==> src/rtl/nn_operand_arbiter.sv <==
// -----------------------------------------------------------------------------
// nn_operand_arbiter
//
// Round-robin scheduler that shares one 3-input operand path between three
// requesters. It drives the 2-bit select of the shared operand mux and
// registers the selected word into a valid/ready stage that feeds the neuron
// MAC. A granted requester may stream up to MAX_BURST back-to-back beats
// before it has to give up the path.
//
// Ports:
//   clk        clock, all state updates on the rising edge
//   rst        synchronous, active-high reset
//   req[2:0]   bit i: requester i has a word on a(i+1)
//   a1/a2/a3   operand data of requesters 0/1/2
//   gnt[2:0]   combinational one-hot grant; the granted word is captured at
//              the next edge and the requester advances the cycle after
//   sel[1:0]   owner index to the operand mux, 2'b11 when idle
//   out_data   registered selected operand
//   out_valid  out_data holds a beat that has not been transferred
//   out_ready  downstream accepts the beat when out_valid & out_ready
//   busy       high while a requester owns the path
//
// state | meaning
// IDLE  | no owner; arbitrate among requests starting at ptr
// SERVE | owner's beat is held in the output stage; stream or release
// -----------------------------------------------------------------------------
module nn_operand_arbiter #(
    parameter int WIDTH     = 14,
    parameter int MAX_BURST = 4
) (
    input  logic             clk,
    input  logic             rst,
    input  logic [2:0]       req,
    input  logic [WIDTH-1:0] a1,
    input  logic [WIDTH-1:0] a2,
    input  logic [WIDTH-1:0] a3,
    output logic [2:0]       gnt,
    output logic [1:0]       sel,
    output logic [WIDTH-1:0] out_data,
    output logic             out_valid,
    input  logic             out_ready,
    output logic             busy
);

    localparam int CW = $clog2(MAX_BURST) + 1;
    // beat_cnt + 1 < MAX_BURST is the same test as beat_cnt < MAX_BURST - 1
    localparam logic [CW-1:0] LAST_BEAT = CW'(MAX_BURST - 1);

    typedef enum logic {IDLE, SERVE} state_t;

    state_t          state;
    logic [1:0]      owner;
    logic [1:0]      ptr;
    logic [CW-1:0]   beat_cnt;

    logic [1:0]      winner;
    logic [1:0]      cand;
    logic            found;
    logic            xfer;
    logic            cont;
    logic [WIDTH-1:0] win_data;
    logic [WIDTH-1:0] own_data;

    function automatic logic [1:0] next_idx(input logic [1:0] i);
        return (i == 2'd2) ? 2'd0 : i + 2'd1;
    endfunction

    function automatic logic [WIDTH-1:0] pick(input logic [1:0] i,
                                              input logic [WIDTH-1:0] d1,
                                              input logic [WIDTH-1:0] d2,
                                              input logic [WIDTH-1:0] d3);
        case (i)
            2'd0:    return d1;
            2'd1:    return d2;
            default: return d3;
        endcase
    endfunction

    // First set request scanning ptr, ptr+1, ptr+2 (mod 3)
    always_comb begin
        found  = 1'b0;
        winner = ptr;
        cand   = ptr;
        for (int i = 0; i < 3; i++) begin
            if (!found && req[cand]) begin
                found  = 1'b1;
                winner = cand;
            end
            cand = next_idx(cand);
        end
    end

    assign win_data = pick(winner, a1, a2, a3);
    assign own_data = pick(owner, a1, a2, a3);
    assign xfer     = out_valid & out_ready;
    // The owner keeps the path only if it still requests and has burst budget
    assign cont     = xfer & req[owner] & (beat_cnt < LAST_BEAT);

    always_comb begin
        gnt = 3'b000;
        if (!rst) begin
            if (state == IDLE && found)
                gnt = 3'b001 << winner;
            else if (state == SERVE && cont)
                gnt = 3'b001 << owner;
        end
    end

    always_ff @(posedge clk) begin
        if (rst) begin
            state     <= IDLE;
            owner     <= 2'd0;
            ptr       <= 2'd0;
            beat_cnt  <= '0;
            out_valid <= 1'b0;
            out_data  <= '0;
            sel       <= 2'b11;
            busy      <= 1'b0;
        end else begin
            case (state)
                IDLE: begin
                    if (found) begin
                        out_data  <= win_data;
                        out_valid <= 1'b1;
                        owner     <= winner;
                        beat_cnt  <= '0;
                        sel       <= winner;
                        busy      <= 1'b1;
                        state     <= SERVE;
                    end
                end
                SERVE: begin
                    if (xfer) begin
                        if (cont) begin
                            out_data <= own_data;
                            beat_cnt <= beat_cnt + 1'b1;
                        end else begin
                            out_valid <= 1'b0;
                            ptr       <= next_idx(owner);
                            sel       <= 2'b11;
                            busy      <= 1'b0;
                            state     <= IDLE;
                        end
                    end
                end
                default: state <= IDLE;
            endcase
        end
    end

endmodule

==> config.mk <==
export PLATFORM = sky130hd
export DESIGN_NAME = nn_operand_arbiter
export DESIGN_NICKNAME = d
export VERILOG_FILES = /design/src/rtl/nn_operand_arbiter.sv
export SDC_FILE = /design/constraint.sdc
export NUM_CORES = 1
export LEC_CHECK = 0
export ABC_AREA = 1
export CORE_ASPECT_RATIO = 0.9
export CORE_MARGIN = 2
export CORE_UTILIZATION = 49
export DETAILED_ROUTE_END_ITERATION = 6
export HOLD_SLACK_MARGIN = 0.1
export PLACE_DENSITY = 0.95
export SYNTH_ARGS = -nofsm -noshare
export SYNTH_HDL_FRONTEND = slang
export SYNTH_SLANG_ARGS = --single-unit
==> constraint.sdc <==
create_clock -name clk -period 3.44 [get_ports clk]
set_input_delay 0.344 -clock clk [delete_from_list [all_inputs] [get_ports clk]]
set_output_delay 0.344 -clock clk [all_outputs]
set_load 0.02 [all_outputs]
# ---- Word level (Yosys, flattened, before mapping)
# Index checks and enable logic that the tools add are counted.
dict set report totals {
  register_bits 25
  in_bits 48
  word_cells 85
}
dict set report op_classes {
  add_sub_neg 4
  n_lt_le_gt_ge 5
  eq_ne 9
  shift 2
  mux 41
  n_bitwise 5
  n_reduce_logical 12
}
# operator count
set ops {}
lappend ops {{14-bit one-hot mux with 2 select lines} 3}
lappend ops {{14-bit two-way mux} 3}
lappend ops {{3-bit two-way mux} 6}
lappend ops {{2-bit two-way mux} 8}
lappend ops {{1-bit two-way mux} 13}
lappend ops {{2-bit by 3-bit < comparator with 1-bit output, second input constant} 4}
lappend ops {{3-bit AND reduction} 3}
lappend ops {{1-bit binary-select mux with 2-bit select} 4}
lappend ops {{2-bit by 1-bit adder with 2-bit output, second input constant} 3}
lappend ops {{2-bit == test, second input constant} 3}
lappend ops {{3-bit one-hot mux with 2 select lines} 1}
lappend ops {{1-bit by 2-bit << shifter with 3-bit output, first input constant} 2}
lappend ops {{2-bit by 1-bit == test with 1-bit output, second input constant} 2}
lappend ops {{1-bit logical AND} 4}
lappend ops {{2-bit zero test} 2}
lappend ops {{2-bit by 1-bit inequality test with 1-bit output, second input constant} 2}
lappend ops {{2-bit inequality test, second input constant} 2}
lappend ops {{1-bit one-hot mux with 2 select lines} 2}
lappend ops {{2-bit one-hot mux with 2 select lines} 1}
lappend ops {{3-bit by 1-bit adder with 3-bit output, second input constant} 1}
lappend ops {{1-bit bitwise AND} 3}
lappend ops {{3-bit by 2-bit < comparator with 1-bit output, second input constant} 1}
lappend ops {{1-bit zero test} 2}
lappend ops {{1-bit inverter} 2}
lappend ops {{2-bit AND reduction} 1}

# ---- Depth between registers and ports, before layout
# Gate-level depths: netlist of the first run.
dict set report depth {
  depth_word 13
  depth_mapped 15
}

# ---- Least setup slack after synthesis of the first run
# OpenSTA, ideal clock, no wires.
dict set report synth_path {
  kind {reg-to-output}
  startpoint {register ptr[1]}
  endpoint {output port gnt[0]}
  arrival_ns 1.904
  required_time_ns 3.096
  setup_slack_ns 1.192
  stages_incl_launch_ff 11
  cell_sequence {dfxtp_1 > buf_4 > inv_2 > nand3_1 > nand3_2 > a21oi_4 > nand3_1 > nand2_2 > buf_2 > nor2_1 > nor4_2}
}
dict set report synth_via {
  elab_chain_len 12
}
# item line
set synth_lines {}
lappend synth_lines {{from (decl)} 53} ;# logic [1:0] ptr;
lappend synth_lines {{from (signal assigned)} 139} ;# ptr <= next_idx(owner);
lappend synth_lines {{parallel branches: the longest is 10 deep, another holds 2-bit by 1-bit adder with 2-bit output} -}
lappend synth_lines {{3-bit two-way mux (*)} 102} ;# if (state == IDLE && found)
lappend synth_lines {{3-bit two-way mux (*)} 101} ;# if (!rst) begin
lappend synth_lines {{to (decl)} 37} ;# output logic [2:0] gnt,
# Every way passes the cells marked *. The select of a mux whose other input is x is not followed.

# ---- Worst setup path in the final report of the first run
dict set report layout_path {
  startpoint {register ptr[1]}
  endpoint {output port gnt[1]}
}
# The elaborated chain is that of the path after synthesis.

==> flow_summary.toml, run 1 <==
[finish]
finish.utilization_pct = 68.15
diodes = 0
drive_gt1_share_pct = 11.05
area_growth_pct = 35.96
fin_nets = 430
n_fill_cell = 340

[setup_path]
r2r_cells = 12
cpPeakStageDelay_ps = 610
r2r_start = "ptr[1]"
startpoint = "ptr[1]"
endpoint = "gnt[1]"
crit_chain = "inv_2 > nand3_1 > nand3_2 > a21oi_4 > nand4_1 > nand2_2 > inv_1 > nand2_1 > o211ai_1 > nor2_1 > clkdlybuf4s50_1"
critPathRequiredTime_ps = 3100
cp_max_fo = 8
critPathSlowestCell = "clkdlybuf4s50_1"
critical_path_class = "reg2out"
r2r-end = "out_data[13]"
start_kind = "flop"
r2r_setup_slack_ps = 1100
arrival_ps = 2800
end_kind = "primary output"

[grt]
grt_pass1_vias = 2377
grt_max_degree = 31
grt_overflow = 0
grt_pass1_wl_mm = 10.54
track_usage_pct = 28.31
grt_antenna_before_repair = 0

[pwr]
powerDensity_nw_per_um2 = 417.8
power.total_w = 0.001137
p_leak_nw = 1.154
ir_drop_mv = 0.2902

[place]
portBuffers = 68
place.gp.congestion = 0.8798
place_ws_ps = 459.1
hpwlAfterDp_mm = 4.557

[route]
detailedRoute.firstPassIterationCount = 5
drt_iter0_markers = 337
ant_nets = 0
wl_per_cell_um = 15.16
num_vias = 2504
drc_errors = 0
wirelength_mm = 6.490
vias_per_cell = 5.850

[timing]
drv_slew = 0
fin_hold_ws_ps = 470.2
worst_pin_slew_ps = 696.4
rsz0062_at_grt = "no"
setup_viol = 0
fin_crit_ps = 3141
fmax_mhz = 318.4
timing.final.ws_setup_ps = 299.2
finClkSkew_ps = 6.403
maxSlewHeadroom_pct = 53.51
tns_ps = 0
hold_viol = 0
min_period_over_period_pct = 91.30

[min_path]
hold_class = "reg2reg"

[clocking]
clkSinkCount = 25
cts_resized = 0
htreeDepth = 1
clk_pin_slew_ps = 100
cts_made_buffers = 3
root_buffer = "clkbuf_8"
cts_tree = "done"
post-cts-setup-buffer-count = 0
clk_latency_ps = 280
clk_path_buf_depth = 2
hold_buffers = 0

[synthesis]
yosysTopAreaCellShare_pct = 25.02
netlist_instances = 320
async_flop_share_pct = 0
syn-num-nets = 369
synth.top_cells.by_area = "dfxtp_1 25%, nand2_1 19%, nand3_1 16%, a221oi_1 6.1%, a21oi_1 4.8%"
ys_seq_elements = 25
synth_top_cell_by_area = "dfxtp_1"
syn_area_per_cell_um2 = 6.252
ys.flop_type = "dfxtp_1"
seq_area_frac_synth_pct = 25.02
netlist_area_um2 = 2001
yosysWarnings = 0
ys_types = 32
synth_edf_count = 0

[run]
max_cap_viol_count = 0

[floorplan]
initial_core_util_pct = 50.13
dieArea_um2 = 4611
fp.dieW_um = 71.36
rows = 22
core-area_um2 = 3991
pin_count = 69
dieHeight_um = 64.62

[outcome]
status = "finished, final reports clean"
[state kept, by name (all words and copies together) (netlist names)]
| register | flops |
|---|---|
| out_data | 14 |
| state | 1 |
| beat_cnt | 3 |
| sel | 2 |
| busy | 1 |
| ptr | 2 |
| owner | 2 |
[worst max-delay path, delay by kind of cell (launching register included)]
family | cells | cell delay (ps)
buf+inv | 3 | 830
compound gates | 2 | 330
flops | 1 | 580
simple gates | 6 | 780
[cell usage after synthesis (all sizes together) (3+ instances only)]
cell,instances
a21oi,21
a221oi,14
buf,12
clkbuf,7
clkinv,3
dfxtp,25
inv,16
nand2,108
nand3,67
nor2,24
o21ai,6
or2,8
[metal layers]
metal / part of all wire [%] / track usage (%) / up-vias
li1: - / - / 1206
met4: 1.9 / 13.21 / 0
met2: 49 / 47.11 / 161
met1: 39 / 34.57 / 1120
met5: 0 / 0 / -
met3: 10 / 6.376 / 17
[layout make-up]
cell class,instances,area [um^2],share of cell area (%)
multi-input cells,257,1308,48.07
repair buffers,75,733.2,26.95
flip-flops and latches,25,500.5,18.40
inverters,19,72.57,2.668
well taps,48,60.06,2.208
clock buffers,3,41.29,1.518
clock inverters,1,5.005,0.1840
[cell families (layout without fill, tap and decap cells)]
family | Yosys count | in the layout | synth area share (%)
simple gates | 210 | 210 | 49.03
flops | 25 | 25 | 25.02
buf+inv | 38 | 98 | 9.631
compound gates | 46 | 46 | 15.70
fa+ha+maj | 1 | 1 | 0.6253
[cells in the final DEF (no fill, tap or decap), types with 3 or more instances in the layout]
| master | instances |
|---|---|
| nand2_2 | 8 |
| dfxtp_1 | 25 |
| or2_2 | 8 |
| o21ai_0 | 6 |
| a21oi_1 | 19 |
| buf_4 | 7 |
| a221oi_1 | 14 |
| nor2_1 | 20 |
| nand3_2 | 3 |
| clkbuf_8 | 3 |
| nand2_1 | 100 |
| inv_1 | 14 |
| nor2_2 | 3 |
| clkdlybuf4s50_1 | 68 |
| nand3_1 | 62 |
[how the worst min path moves through the flow]
stage	startpoint	endpoint	slack, ps	depth (start not counted)
final	out_data[1]	out_data[1]	470	2
after global routing	out_data[3]	out_data[3]	500	2
after CTS	out_data[1]	out_data[1]	470	2
after detailed placement	beat_cnt[2]	beat_cnt[2]	450	2
after global placement	beat_cnt[2]	beat_cnt[2]	440	2
after floorplan	beat_cnt[2]	beat_cnt[2]	430	2
[power by group]
group          total, W  switching [W]  leakage, nW  internal, W
Sequential     0.000365      0.0000332        0.206     0.000332
Combinational  0.000588       0.000340        0.923     0.000248
Clock          0.000184       0.000103       0.0255    0.0000813
[stage by stage]
step	cell area, um^2	instances
after floorplan	2001	320
after global placement	2674	424
after detailed placement	2674	424
after CTS	2720	428
after global routing	2720	428
final	2720	428
Power figures use the tool's default switching activity.
==> inputs of run 2 (changes only) <==
Settings changed: GPL_ROUTABILITY_DRIVEN from default to 1.
==> results of run 2 <==
Final layout, timing and power as in run 1 (identical DEF).
==> inputs of run 3 (changes only) <==
Settings changed: CAP_MARGIN from default to 20, SKIP_CTS_REPAIR_TIMING from default to 1.
==> results of run 3 <==
Final layout, timing and power as in run 1 (identical DEF).
